==> src/rtl/vga_pkg.sv <==
// Shared timing defaults, coordinate type and interval phase enum for the VGA timing generator.
package vga_pkg;

    localparam int H_DISP_DEF = 640;
    localparam int H_FP_DEF   = 16;
    localparam int H_PW_DEF   = 96;
    localparam int H_BP_DEF   = 48;
    localparam int V_DISP_DEF = 480;
    localparam int V_FP_DEF   = 10;
    localparam int V_PW_DEF   = 2;
    localparam int V_BP_DEF   = 33;
    localparam int CLK_DIV_DEF = 2;
    localparam int COORD_W    = 10;

    typedef logic [COORD_W-1:0] coord_t;

    localparam coord_t COORD_ZERO = 10'd0;
    localparam coord_t COORD_ONE  = 10'd1;

    typedef enum logic [1:0] {
        SYNC  = 2'd0,
        BACK  = 2'd1,
        DISP  = 2'd2,
        FRONT = 2'd3
    } phase_t;

endpackage

==> src/rtl/vga_timing_gen_axis.sv <==
// One timing axis: a wrapping counter over sync, back porch, display and front porch intervals.
module vga_axis_counter
    import vga_pkg::*;
#(
    parameter int SYNC_LEN  = H_PW_DEF,
    parameter int BACK_LEN  = H_BP_DEF,
    parameter int DISP_LEN  = H_DISP_DEF,
    parameter int FRONT_LEN = H_FP_DEF
) (
    input  logic   CLOCK_50,
    input  logic   reset_n,
    input  logic   step,
    input  logic   clear,
    output coord_t count,
    output phase_t phase,
    output logic   wrap
);

    localparam int     TOTAL       = SYNC_LEN + BACK_LEN + DISP_LEN + FRONT_LEN;
    localparam coord_t LAST        = coord_t'(TOTAL - 1);
    localparam coord_t BACK_START  = coord_t'(SYNC_LEN);
    localparam coord_t DISP_START  = coord_t'(SYNC_LEN + BACK_LEN);
    localparam coord_t FRONT_START = coord_t'(SYNC_LEN + BACK_LEN + DISP_LEN);

    coord_t count_r;
    phase_t phase_s;

    // Position counter: advances on step, returns to zero after the last position
    always_ff @(posedge CLOCK_50 or negedge reset_n) begin
        if (!reset_n) begin
            count_r <= COORD_ZERO;
        end else if (clear) begin
            count_r <= COORD_ZERO;
        end else if (step) begin
            count_r <= (count_r == LAST) ? COORD_ZERO : count_r + COORD_ONE;
        end
    end

    // Interval decode from the current position
    always_comb begin
        phase_s = FRONT;
        if (count_r < BACK_START) begin
            phase_s = SYNC;
        end else if (count_r < DISP_START) begin
            phase_s = BACK;
        end else if (count_r < FRONT_START) begin
            phase_s = DISP;
        end else begin
            phase_s = FRONT;
        end
    end

    assign count = count_r;
    assign phase = phase_s;
    assign wrap  = step && !clear && (count_r == LAST);

endmodule

==> src/rtl/vga_timing_gen.sv <==
// VGA sync/blank/coordinate generator driven from CLOCK_50 through a pixel divider.
// Define VGA_FRAME_COUNT_EN to add the 16-bit frame_count output.
module vga_timing_gen
    import vga_pkg::*;
#(
    parameter int   H_DISP  = H_DISP_DEF,
    parameter int   H_FP    = H_FP_DEF,
    parameter int   H_PW    = H_PW_DEF,
    parameter int   H_BP    = H_BP_DEF,
    parameter int   V_DISP  = V_DISP_DEF,
    parameter int   V_FP    = V_FP_DEF,
    parameter int   V_PW    = V_PW_DEF,
    parameter int   V_BP    = V_BP_DEF,
    parameter int   CLK_DIV = CLK_DIV_DEF,
    parameter logic HS_POL  = 1'b0,
    parameter logic VS_POL  = 1'b0
) (
    input  logic        CLOCK_50,
    input  logic        reset_n,
    input  logic        en,
    output logic        HS,
    output logic        VS,
    output logic        blank,
    output logic        pix_en,
    output coord_t      row,
    output coord_t      col,
    output logic        line_start,
    output logic        frame_start
`ifdef VGA_FRAME_COUNT_EN
    ,
    output logic [15:0] frame_count
`endif
);

    localparam int     H_TOTAL     = H_PW + H_BP + H_DISP + H_FP;
    localparam int     V_TOTAL     = V_PW + V_BP + V_DISP + V_FP;
    localparam logic [3:0] DIV_LAST = 4'(CLK_DIV - 1);
    localparam coord_t H_ACT_START = coord_t'(H_PW + H_BP);
    localparam coord_t V_ACT_START = coord_t'(V_PW + V_BP);

    if (H_TOTAL > 1023 || V_TOTAL > 1023) begin : g_bad_total
        $error("vga_timing_gen: H_TOTAL or V_TOTAL exceeds 1023");
    end
    if (CLK_DIV < 1 || CLK_DIV > 16) begin : g_bad_div
        $error("vga_timing_gen: CLK_DIV must be within 1..16");
    end

    logic [3:0] div_r;
    logic       pix_en_s;
    coord_t     h_count_s, v_count_s;
    phase_t     h_phase_s, v_phase_s;
    logic       h_wrap_s, v_wrap_s;
    coord_t     col_next_s, row_next_s;
    logic       hs_r, vs_r, blank_r, step_d_r, ls_r, fs_r;
    coord_t     row_r, col_r;
    logic       ls_next_s, fs_next_s;

    assign pix_en_s = reset_n && en && (div_r == DIV_LAST);

    // Pixel divider: free-runs while enabled, frozen otherwise
    always_ff @(posedge CLOCK_50 or negedge reset_n) begin
        if (!reset_n) begin
            div_r <= 4'd0;
        end else if (en) begin
            div_r <= (div_r == DIV_LAST) ? 4'd0 : div_r + 4'd1;
        end
    end

    vga_axis_counter #(
        .SYNC_LEN (H_PW),
        .BACK_LEN (H_BP),
        .DISP_LEN (H_DISP),
        .FRONT_LEN(H_FP)
    ) u_h_axis (
        .CLOCK_50(CLOCK_50),
        .reset_n (reset_n),
        .step    (pix_en_s),
        .clear   (1'b0),
        .count   (h_count_s),
        .phase   (h_phase_s),
        .wrap    (h_wrap_s)
    );

    vga_axis_counter #(
        .SYNC_LEN (V_PW),
        .BACK_LEN (V_BP),
        .DISP_LEN (V_DISP),
        .FRONT_LEN(V_FP)
    ) u_v_axis (
        .CLOCK_50(CLOCK_50),
        .reset_n (reset_n),
        .step    (h_wrap_s),
        .clear   (1'b0),
        .count   (v_count_s),
        .phase   (v_phase_s),
        .wrap    (v_wrap_s)
    );

    // Coordinates relative to the active region, zero while blanked on that axis
    always_comb begin
        col_next_s = COORD_ZERO;
        row_next_s = COORD_ZERO;
        if (h_phase_s == DISP) begin
            col_next_s = h_count_s - H_ACT_START;
        end else begin
            col_next_s = COORD_ZERO;
        end
        if (v_phase_s == DISP) begin
            row_next_s = v_count_s - V_ACT_START;
        end else begin
            row_next_s = COORD_ZERO;
        end
    end

    // A start pulse needs the counter to have just moved onto zero, not merely sit there after reset
    assign ls_next_s = step_d_r && (h_count_s == COORD_ZERO);
    assign fs_next_s = ls_next_s && (v_count_s == COORD_ZERO);

    // Registered outputs trail the counters by one cycle and hold while disabled
    always_ff @(posedge CLOCK_50 or negedge reset_n) begin
        if (!reset_n) begin
            hs_r     <= HS_POL;
            vs_r     <= VS_POL;
            blank_r  <= 1'b1;
            row_r    <= COORD_ZERO;
            col_r    <= COORD_ZERO;
            step_d_r <= 1'b0;
            ls_r     <= 1'b0;
            fs_r     <= 1'b0;
        end else if (en) begin
            hs_r     <= (h_phase_s == SYNC) ? HS_POL : ~HS_POL;
            vs_r     <= (v_phase_s == SYNC) ? VS_POL : ~VS_POL;
            blank_r  <= !((h_phase_s == DISP) && (v_phase_s == DISP));
            row_r    <= row_next_s;
            col_r    <= col_next_s;
            step_d_r <= pix_en_s;
            ls_r     <= ls_next_s;
            fs_r     <= fs_next_s;
        end
    end

`ifdef VGA_FRAME_COUNT_EN
    logic [15:0] frame_count_r;

    // Frame counter steps together with the frame_start register
    always_ff @(posedge CLOCK_50 or negedge reset_n) begin
        if (!reset_n) begin
            frame_count_r <= 16'd0;
        end else if (en && fs_next_s) begin
            frame_count_r <= frame_count_r + 16'd1;
        end
    end

    assign frame_count = frame_count_r;
`endif

    assign HS          = hs_r;
    assign VS          = vs_r;
    assign blank       = blank_r;
    assign row         = row_r;
    assign col         = col_r;
    assign pix_en      = pix_en_s;
    assign line_start  = ls_r && en;
    assign frame_start = fs_r && en;

endmodule
==> config.mk <==
export PLATFORM = sky130hd
export DESIGN_NAME = vga_timing_gen
export DESIGN_NICKNAME = d
export VERILOG_FILES = /design/src/rtl/vga_pkg.sv /design/src/rtl/vga_timing_gen_axis.sv /design/src/rtl/vga_timing_gen.sv
export SDC_FILE = /design/constraint.sdc
export NUM_CORES = 1
export LEC_CHECK = 0
export BUFFER_PORTS_ARGS = -buffer_cell sky130_fd_sc_hd__clkbuf_2
export CAP_MARGIN = 20
export CORE_UTILIZATION = 35
export CTS_CLUSTER_DIAMETER = 40
export DETAILED_ROUTE_END_ITERATION = 10
export GPL_TIMING_DRIVEN = 0
export PLACE_DENSITY = 0.54
export SLEW_MARGIN = 5
export SYNTH_ARGS = -nofsm -noshare
export SYNTH_HDL_FRONTEND = slang
export SYNTH_HIERARCHICAL = 1
export SYNTH_SLANG_ARGS = --single-unit
==> constraint.sdc <==
create_clock -name CLOCK_50 -period 3.22 [get_ports CLOCK_50]
set_input_delay 0.322 -clock CLOCK_50 [delete_from_list [all_inputs] [get_ports CLOCK_50]]
set_output_delay 0.322 -clock CLOCK_50 [all_outputs]
set_load 0.01 [all_outputs]
==> results.toml <==
[hold_path]
min_path_type = "in -> async"

[cells_and_area]
final_common_cell = "dfrtp_1"
num-fill-cells = 774
num_antenna_cells = 0
area_growth_pct = 16.3
drive_gt1_share_pct = 18.7
layout_common_cells = "49 x dfrtp_1, 26 x clkbuf_2, 21 x nand2_1"
nNetsFinal = 335
finish.utilization_pct = 42.1

[drt]
remaining_drc_errors = 0
drt-wirelength-per-cell_microns = 15.7
drtIter0Drc = 116
totalWireLength_microns = 6710
ant_nets = 0
via_count = 2284
viasPerCell = 5.34
dr.pass1.iters = 4

[grt]
grt_overflow = 0
grtUsageTotal_pct = 17.2
grt_pass1_vias = 2193
grt_pass1_wl_microns = 11200
grt_max_degree = 27
antenna_found_initial = 0

[power]
switchingPower_mw = 0.298
vdd_drop_max_uv = 143
p_int_mw = 0.833
clockPowerShare_pct = 32.6
leakagePower_nw = 1.51
p_per_area_nw_per_um2 = 350
pwr-share-comb_pct = 8.5
power.total_mw = 1.13
pwr-share-seq_pct = 58.9
netSwitchingFraction_pct = 26.4

[floorplanning]
die-area_sq_um = 8300
die_w_microns = 91.1
ios = 29
std_cell_rows = 32
die_h_microns = 91.1
start_util_pct = 36.2
core_area_sq_um = 7690

[logic_synthesis]
ys.warnings.count = 6
syn_area_per_cell_sq_um = 9.89
post_synth_instance_area_sq_um = 2780
syn_inst = 281

[critical_path]
critPathKind = "reg -> reg"
slowest_delay_ps = 470
worstPathArrival_ps = 3190
slowest_stage = "or3_2"
worstPathRequired_ps = 3470
crit_chain = "nand2b_1 > nor4_4 > buf_2 > nand2_1 > nor2b_1 > nor3b_4 > and2b_2 > o31ai_4 > or3_2 > nand3_1"
endpoint_kind = "register"
worstPathMaxFanout = 10
startpoint_type = "register"

[sta]
finalHoldViolCount = 0
fin_crit_ps = 2930
fin_skew_ps = 11.2
rsz0062_at_grt = "false"
slew_headroom_pct = 61.8
fmax_mhz = 341
tightest_slew_ps = 573
report.final.slew_viol_count = 0
final.period_utilization_pct = 91.1
setup_violations = 0

[clocking]
cts_tree = "yes"
insertion_delay_ps = 310
cts_buffers = 5
htree_levels = 2
root_buffer = "clkbuf_8"
clk_pin_slew_ps = 100
clk_path_buf_depth = 2
clock_sinks = 50

[placement]
port_buffers = 27
finalWeightedCongestion = 0.783
place_hpwl_microns = 4560

[job]
maxCapViolCount = 0

[run_status]
status = "finished, final reports clean"
==> registers in the layout, indices dropped and copies added, names as in the netlist <==
register / flops
ls_r: 1
step_d_r: 1
VS: 1
row: 10
u_h_axis/count: 10
HS: 1
u_v_axis/count: 10
fs_r: 1
blank: 1
col: 10
div_r: 4
==> critical path: cells and delay by family, from the launching register on <==
kind	cells	cell delay, ps
AOI/OAI and AO/OA	1	150
buffers and inverters	1	280
DFF	1	420
and+or+nand+nor	8	2020
==> cell type report <==
type / instances / area (sq um) / share of cell area, %
repair buffers: 31 / 193 / 5.96
multi-input cells: 209 / 1460 / 45.0
well taps: 102 / 128 / 3.95
inverters: 15 / 56.3 / 1.74
flip-flops and latches: 50 / 1250 / 38.7
clock inverters: 2 / 10.0 / 0.310
clock buffers: 6 / 72.6 / 2.24
plain buffers: 13 / 65.1 / 2.01
==> through the flow <==
stage / hold slack (ps) / cells / TNS, ps / instance area, sq um / setup slack [ps]
3_5_place_dp: 406 / 417 / -6550 / 3090 / -899
6_report: 28.6 / 428 / 0 / 3230 / 286
5_1_grt: 26.1 / 428 / 0 / 3230 / 67.9
2_1_floorplan: 26.4 / 287 / 0 / 2800 / 193
3_3_place_gp: 460 / 416 / -10710 / 3070 / -1300
4_1_cts: 31.9 / 426 / 0 / 3200 / 24.2
==> final timing paths <==
kind | from | end | slack, ps | cells past startpoint
max in group asynchronous | reset_n | row[3] | 3030 | 2
max reg2reg | div_r[1] | u_v_axis/count[7] | 290 | 10
min in group CLOCK_50 | en | div_r[2] | 380 | 3
min reg2reg | row[4] | row[4] | 480 | 1
min | reset_n | col[1] | 30 | 2
max | div_r[1] | u_v_axis/count[7] | 290 | 10
==> timing repair <==
action / in CTS / in global routing
hold endpoints to repair: 23 / 0
gates resized for setup: 3 / 3
hold buffers: 1 / 0
setup buffers: 0 / 2
endpoints found under the setup margin: 10 / 3
==> per-layer routing <==
metal  wire length, microns  part of all wire (%)  vias up  track usage (%)
li1                       -                     -     1123                -
met1                   3300                    49     1099             24.6
met2                   2940                    44       54             25.5
met3                    333                   5.0        8             2.76
met4                    137                   2.0        0             7.41
met5                      0                     0        -                0
==> power by group through the flow <==
stage / clock, mW / combinational (mW) / sequential, mW
after detailed placement: 0 / 0.0892 / 0.679
after floorplan: 0 / 0.0514 / 0.675
final: 0.368 / 0.0965 / 0.666
after CTS: 0.384 / 0.0952 / 0.666
after global placement: 0 / 0.0850 / 0.678
after global routing: 0.408 / 0.108 / 0.670
Note: power is estimated with default switching activity, not from simulation.
